**src/rtl/edit_reg_block.sv**
```systemverilog
// Edit register block: four 16-bit edit registers (CYR, SR, CYL, EDOP).
// Each write loads the target after one edit step. A write with a step
// count above 1 keeps stepping the latched target once per cycle while
// BUSY is high. Reads return the register value from before the edge.
module edit_reg_block (
  input  logic        CLK2,
  input  logic        GENRST,
  input  logic [15:0] WRITE_BUS,
  input  logic        WE,
  input  logic [1:0]  WADDR,
  input  logic [3:0]  WCNT,
  input  logic        RE,
  input  logic [1:0]  RADDR,
  output logic [15:0] READ_BUS,
  output logic        RD_VALID,
  output logic        BUSY,
  output logic        WR_ERR
);

  localparam logic [1:0] A_CYR  = 2'd0;
  localparam logic [1:0] A_SR   = 2'd1;
  localparam logic [1:0] A_CYL  = 2'd2;
  localparam logic [1:0] A_EDOP = 2'd3;

  typedef enum logic {S_IDLE = 1'b0, S_SHIFT = 1'b1} state_t;

  state_t      r_state;
  logic [3:0]  r_cnt;
  logic [1:0]  r_tgt;
  logic        r_busy;
  logic        r_wr_err;
  logic        r_rd_valid;
  logic [15:0] r_read_bus;
  logic [15:0] r_regs [4];

  logic [15:0] w_reg_next [4];
  logic        w_accept;
  logic        w_drop;
  logic [3:0]  w_steps;

  // One edit step on a stored word. The math runs on the 15-bit word
  // {bit15, bits13:0}; bit14 of the result is rebuilt as a copy of bit15,
  // so any bit14 arriving on the write bus is ignored.
  function automatic logic [15:0] edit_step(input logic [1:0] op, input logic [15:0] v);
    logic [14:0] w;
    logic [14:0] n;
    w = {v[15], v[13:0]};
    n = w;
    case (op)
      A_CYR:   n = {w[0], w[14:1]};
      A_SR:    n = {w[14], w[14:1]};
      A_CYL:   n = {w[13:0], w[14]};
      A_EDOP:  n = w >> 7;
      default: n = w;
    endcase
    return {n[14], n[14], n[13:0]};
  endfunction

  assign w_accept = WE && (r_state == S_IDLE);
  assign w_drop   = WE && (r_state == S_SHIFT);

  // Effective step count: 0 behaves as 1, and EDOP always does a single step.
  always_comb begin
    w_steps = WCNT;
    if ((WCNT == 4'd0) || (WADDR == A_EDOP)) begin
      w_steps = 4'd1;
    end
  end

  // Next value per register: a fresh write wins, otherwise a pending step
  // on the latched target, otherwise hold. Writes are never accepted while
  // shifting, so the two cases cannot collide.
  generate
    for (genvar gi = 0; gi < 4; gi++) begin : g_reg
      assign w_reg_next[gi] =
        (w_accept && (WADDR == 2'(gi)))          ? edit_step(2'(gi), WRITE_BUS) :
        ((r_state == S_SHIFT) && (r_tgt == 2'(gi))) ? edit_step(2'(gi), r_regs[gi]) :
                                                    r_regs[gi];
    end
  endgenerate

  // Register file update.
  always_ff @(posedge CLK2) begin
    if (GENRST) begin
      for (int i = 0; i < 4; i++) r_regs[i] <= '0;
    end else begin
      for (int i = 0; i < 4; i++) r_regs[i] <= w_reg_next[i];
    end
  end

  // Edit sequencer: tracks remaining steps, BUSY and the sticky write error.
  always_ff @(posedge CLK2) begin
    if (GENRST) begin
      r_state  <= S_IDLE;
      r_cnt    <= 4'd0;
      r_tgt    <= 2'd0;
      r_busy   <= 1'b0;
      r_wr_err <= 1'b0;
    end else begin
      case (r_state)
        S_IDLE: begin
          if (w_accept) begin
            r_tgt <= WADDR;
            if (w_steps > 4'd1) begin
              r_state <= S_SHIFT;
              r_cnt   <= w_steps - 4'd1;
              r_busy  <= 1'b1;
            end
          end
        end
        S_SHIFT: begin
          // Counter saturates at 0 rather than wrapping.
          if (r_cnt <= 4'd1) begin
            r_state <= S_IDLE;
            r_cnt   <= 4'd0;
            r_busy  <= 1'b0;
          end else begin
            r_cnt <= r_cnt - 4'd1;
          end
        end
        default: begin
          r_state <= S_IDLE;
          r_cnt   <= 4'd0;
          r_busy  <= 1'b0;
        end
      endcase
      if (w_drop) begin
        r_wr_err <= 1'b1;
      end
    end
  end

  // Registered read port: captures the pre-edge value, holds when idle.
  always_ff @(posedge CLK2) begin
    if (GENRST) begin
      r_read_bus <= '0;
      r_rd_valid <= 1'b0;
    end else begin
      r_rd_valid <= RE;
      if (RE) begin
        r_read_bus <= r_regs[RADDR];
      end
    end
  end

  assign READ_BUS = r_read_bus;
  assign RD_VALID = r_rd_valid;
  assign BUSY     = r_busy;
  assign WR_ERR   = r_wr_err;

endmodule

```
**config.mk**
```make
export PLATFORM = sky130hd
export DESIGN_NAME = edit_reg_block
export DESIGN_NICKNAME = d
export VERILOG_FILES = /design/src/rtl/edit_reg_block.sv
export SDC_FILE = /design/constraint.sdc
export NUM_CORES = 1
export LEC_CHECK = 0
export CORE_ASPECT_RATIO = 0.8
export CORE_UTILIZATION = 50
export CTS_CLUSTER_SIZE = 28
export DETAILED_ROUTE_END_ITERATION = 10
export MAX_ROUTING_LAYER = met4
export PLACE_DENSITY = 0.76
export SETUP_SLACK_MARGIN = 0.05
export SYNTH_ARGS = -nofsm -noshare
export SYNTH_HDL_FRONTEND = slang
export SYNTH_SLANG_ARGS = --single-unit
```
**constraint.sdc**
```tcl
create_clock -name CLK2 -period 1.7 [get_ports CLK2]
set_input_delay 0.17 -clock CLK2 [delete_from_list [all_inputs] [get_ports CLK2]]
set_output_delay 0.17 -clock CLK2 [all_outputs]
set_load 0.005 [all_outputs]
```
== After elaboration in Yosys (flattened, before gate mapping) ==
Memories as Yosys holds them, arrays and structs flattened. A register that Yosys moved wholly into a read port is not among the register bits.
Index checks and enable logic that the tools add are counted.

* Flip-flop bits (word level): 10
* Bits in writable memories: 64
* Input port bits: 28
* Output and inout bits: 19
* Word-level logic and storage cells: 70
* Memories kept: 1

* Add/sub/neg operators: 2
* Magnitude comparators: 2
* Equality and inequality tests: 9
* Mux-type cells: 28
* Bitwise operators: 5
* Reductions and logical operators: 17

{| class="wikitable"
|+ Memories
! name !! words !! bits a word !! read ports !! clocked after memory_dff !! write ports !! line !! RTL
|-
| r_regs || 4 || 16 || 5 || 1 || 4 || 34 || <nowiki>logic [15:0] r_regs [4];</nowiki>
|}

{| class="wikitable"
|+ Operators with widths
! cell !! count
|-
| 16-bit 2-to-1 mux || 11
|-
| 4-bit 2-to-1 mux || 4
|-
| 15-bit 2-to-1 mux || 1
|-
| 1-bit logical AND || 10
|-
| 1-bit 2-to-1 mux || 9
|-
| 2-bit == test (second input constant) || 4
|-
| 4-bit one-hot mux with 2 select lines || 1
|-
| 4-bit by 1-bit subtractor with 4-bit output (second input constant) || 2
|-
| 2-bit by 1-bit == test with 1-bit output (second input constant) || 2
|-
| 4-bit by 1-bit greater-than comparator with 1-bit output (second input constant) || 1
|-
| 4-bit by 1-bit <= comparator with 1-bit output (second input constant) || 1
|-
| 2-bit logical NOT || 2
|-
| 4-bit logical NOT || 1
|-
| 2-bit by 1-bit inequality test with 1-bit output (second input constant) || 2
|-
| 1-bit bitwise OR || 4
|-
| 1-bit one-hot mux with 2 select lines || 2
|-
| 2-bit AND reduction || 2
|-
| 3-bit AND reduction || 1
|-
| 2-bit inequality test (second input constant) || 1
|-
| 1-bit logical OR || 1
|-
| 1-bit NOT || 1
|}

== Depth between registers and ports, before layout ==
* Depth in word-level cells: 7
* Depth in mapped cells: 7

== Worst setup path before layout ==
Ideal clock, no wire load.

* Kind: in2reg
* Start: input port WADDR[1]
* End: register r_cnt[1]
* Setup time: 0.112 ns
* Arrival: 1.592 ns
* Slack: -0.004 ns
* Stages: 7
* Cell sequence: clkbuf_1 > and2_1 > or3_1 > ha_1 > a21boi_2 > nor3_1 > a2111oi_1

* Word-level cells in the longest chain between the ends: 7
* Elaborated cells between the ends (all ways): 10

{| class="wikitable"
|+ RTL lines
! what !! line !! RTL
|-
| start: declaration || 10 || <nowiki>input logic [1:0] WADDR,</nowiki>
|-
| 2-bit == test * || 65 || <nowiki>if ((WCNT == 4'd0) || (WADDR == A_EDOP)) begin</nowiki>
|-
| 1-bit logical OR * || 65 ||
|-
| 4-bit 2-to-1 mux * || 65 ||
|-
| 4-bit by 1-bit subtractor with 4-bit output || 106 || <nowiki>r_cnt <= w_steps - 4'd1;</nowiki>
|-
| 4-bit 2-to-1 mux || 104 || <nowiki>if (w_steps > 4'd1) begin</nowiki>
|-
| 4-bit 2-to-1 mux || 102 || <nowiki>if (w_accept) begin</nowiki>
|-
| 4-bit one-hot mux with 2 select lines || 100 || <nowiki>case (r_state)</nowiki>
|-
| end signal: assignment || 106 ||
|-
| end signal: assignment || 118 || <nowiki>r_cnt <= r_cnt - 4'd1;</nowiki>
|-
| end: declaration || 28 || <nowiki>logic [3:0] r_cnt;</nowiki>
|}

Every way passes the cells marked *; elsewhere a longest branch is shown, timed or not. The select of a mux whose other input is x is not followed.
A chain may end at the register's enable or synchronous reset.

== Final worst setup path ==
* Start: input port WADDR[0]
* End: register r_state

* Word-level cells in the longest chain between the ends: 7

{| class="wikitable"
|+ RTL lines
! what !! line !! RTL
|-
| 2-bit == test || 65 ||
|-
| 1-bit logical OR || 65 ||
|-
| 4-bit 2-to-1 mux || 65 ||
|-
| 4-bit by 1-bit greater-than comparator with 1-bit output || 104 ||
|-
| 1-bit 2-to-1 mux || 104 ||
|-
| 1-bit 2-to-1 mux || 102 ||
|-
| 1-bit one-hot mux with 2 select lines || 100 ||
|-
| end signal: assignment || 94 || <nowiki>r_state <= S_IDLE;</nowiki>
|-
| end signal: assignment || 105 || <nowiki>r_state <= S_SHIFT;</nowiki>
|-
| end signal: assignment || 114 || <nowiki>r_state <= S_IDLE;</nowiki>
|-
| end: declaration || 27 || <nowiki>state_t r_state;</nowiki>
|}

Every way passes these cells.

==> impl_results.md <==
* Worst path required time at 1.98 ns
* Hold Vio Cnt, Final at 0
* Die H at 80.4 um
* MaxCap Viol Count at 0
* Fmax at 615 MHz
* Gpl congestion at 0.881
* Clock share of power at 32.0%
* Crit path launch: WADDR[0]
* Layout fillers at roughly 650
* Post-Synthesis Cells at about 400
* Fin crit share at 95.7%
* Largest cells by area after synthesis: dfxtp_1 (41%), mux2i_1 (13%), nor2_1 (6.7%)
* TritonCTS clock tree: done
* CP Buf/Inv Count at 3
* PortBufs at 45
* Hpwl dp at approximately 6.4 mm
* Static Leak at around 0.0018 uW
* Final std cells w/o fill at 561
* Critical Path Sink Type: register
* Critical path arrival at 1.90 ns
* Switching Share at between 20 and 30%
* Mean post-synth cell area at roughly 9.7 um2
* Post-synth EDFFs at 0
* Post-synth cell types at between 40 and 50
* Slew Limit Fails at 0
* Pint at 2880 uW
* Initial antenna violation count at 0
* Cell Chain, Critical Path: clkdlybuf4s50_1, and2_4, or3_4, ha_4, a21boi_4, buf_6, buf_4, nor2_1, a211oi_1
* Placed cells at roughly 540
* Final worst setup slack at a little over 0.07 ns
* Comb pwr share at between 10% and 20%
* Post-route DRC at 0
* Synthesized Nets at 427
* Share of the yosys chip area belonging to registers at a little over 40%
* Leading area contributor after synthesis: dfxtp_1
* Core area at between 0.007 and 0.008 mm2
* Psw at about 1200 uW
* Routed WL per cell at between 15 and 20 um
* Die X-Extent at 99.9 um
* Total CTS buffers at 9
* Measured slew at the worst slew-check pin at 0.471 ns
* Worst vdd ir at 0.569 mV
* Clk_lat worst skew at between 0.3 and 0.4 ns
* Hold_sp: GENRST
* Max H-tree Level at 3
* Dpl ws at -0.407 ns
* ANT cells at 0
* Initial Util at 51.7%
* DR vias/cell at about 5.8
* Worst Clk Skew at roughly 0.017 ns
* Initial DRC Count at 242
* DRT antenna net count at 0
* Max-slew headroom at about two thirds
* Status: completed
* Clk slew on worst S/H paths at around 0.080 ns
* Async set-or-reset flop fraction in the synthesized netlist at 0%
* Worst Path Max Fanout at 3
* Clock root buffer: clkbuf_8
* #FFs+latches synth at between 70 and 80
* Die area at 0.00803 mm2
* Min-Delay Path Class: in2reg
* Ys flop type: dfxtp_1
* Pwr per Cell Area at slightly below 900 mW/mm2
* Critical path launch point type: input port
* GR Util All Layers at 25.1%
* Worst setup path category: in2reg
* List of most frequent post-synthesis cells: dfxtp_1 (79), nor2_1 (68), mux2i_1 (48)
* Post-Syn Area at about 0.0038 mm2
* First-pass GRT wire length at 15.1 mm
* Vias in the first global route at between 3000 and 4000
* Kind of cell adding the most delay to the critical path: buffers and inverters
* Number of clock sinks at 79
* # IOs at between 40 and 50
* Clock Path Buffers at 2
* Largest stage delay, worst path at 0.43 ns
* Drt pass-1 iters at 5
* Site Rows at 28
* Final hold slack at around 0.17 ns
* RSZ-0062 raised after global routing: false
* CP max stage cell: clkdlybuf4s50_1
* Part of the power in registers at between 50% and 60%
* Ys Warns at 0
* Final setup vio count at 0
* Design Area, Final at 0.00473 mm2
* Area after DPL at 0.00451 mm2
* Routed via count at 3247
* Reg2Reg Launch Point: r_state
* Area growth syn-to-layout at 23.2%
* Share of cells above drive strength 1 at between 10% and 20%
* Minimum clock period at approximately 1.6 ns
* Most frequent cell after synthesis: dfxtp_1
* Nets at roughly 480
* Largest net degree at the start of global routing at slightly below 70
* Grt ovf at 0
* Area fraction of the dominant cell type after synthesis at 41.2%
* Drt total wl at around 9.2 mm
[per-layer routing]
metal  vias to the layer above  share of wire [%]  track usage, %
li1                       1556                  -               -
met1                      1585                 48            32.4
met2                        95                 46            39.8
met3                        11                4.8            5.92
met4                         0                1.1            6.47
met5                         -                  0               -
[worst register-to-register path, stage by stage (launching register included)]
cell,delay (ns)
dfxtp_1,0.48
buf_4,0.22
and3b_1,0.25
buf_4,0.19
mux2i_1,0.21
a211oi_1,0.09
[final cells by class]
cell class	instances	area [um2]	share of cell area, %
clock inverter	7	55.1	1.16
timing repair buffer	77	739	15.6
inverter	5	21.3	0.450
sequential	79	1580	33.4
multi-input combinational	279	2080	43.9
clock buffer	9	124	2.62
tap	105	131	2.78
[kinds of logic (layout without fill, tap and decap cells)]
group	count (synthesis)	after routing	share of synthesized area, %
adder cells (fa/ha/maj)	3	3	0.978
AND/OR/NAND/NOR	123	123	15.1
multiplexers	56	56	17.2
buffers and inverters	38	98	5.58
AO/OA/AOI/OAI	97	97	19.9
flip-flops	79	79	41.2
[sequential cells by signal (all words and copies together), names as in the netlist]
signal	cells
WR_ERR	1
r_state	1
r_cnt	4
BUSY	1
r_regs	53
r_tgt	2
RD_VALID	1
READ_BUS	16
[timing repair]
action                                  CTS  global route
endpoints found under the setup margin    2             3
hold buffers                              0             0
pin swaps                                 2             0
gates cloned                              0             0
setup buffers                             2             0
gates resized for setup                   2             4
[power by group through the flow]
stage	Sequential [uW]	Clock, uW	Combinational, uW
after floorplan	2060	0	465
after global placement	2080	0	691
after detailed placement	2090	0	712
after CTS	2050	1330	723
after global routing	2060	1400	803
final	2050	1310	736
[worst paths after layout]
path / to / slack (ns) / cells past startpoint
hold reg to reg: BUSY / 0.48 / 2
hold / removal: r_tgt[1] / 0.17 / 2
setup reg to reg: r_regs[1][0] / 0.15 / 5
setup / recovery: r_state / 0.07 / 9
[cells in the final DEF (no fill, tap or decap), drive strengths merged, types with 3 or more instances in the layout]
cell type | synthesis | layout
a211oi | 38 | 38
a21oi | 26 | 26
a22oi | 19 | 19
buf | 19 | 33
clkbuf | 14 | 9
clkdlybuf4s50 | 0 | 44
dfxtp | 79 | 79
ha | 3 | 3
inv | 5 | 8
mux2i | 48 | 48
mux4 | 8 | 8
nand2 | 22 | 22
nand2b | 3 | 3
nand3b | 5 | 5
nor2 | 69 | 69
nor2b | 3 | 3
nor3 | 7 | 7
nor4 | 3 | 3
or3 | 3 | 3
[stage by stage]
stage | TNS (ns) | utilization, % | power [uW]
floorplan | 0 | - | 2530
global placement | -1.93 | 60.7 | 2770
detailed placement | -3.57 | 60.7 | 2800
CTS | 0 | 63.4 | 4100
global route | 0 | 63.7 | 4260
finish | 0 | 63.7 | 4090
(Power assumes the default switching activity.)
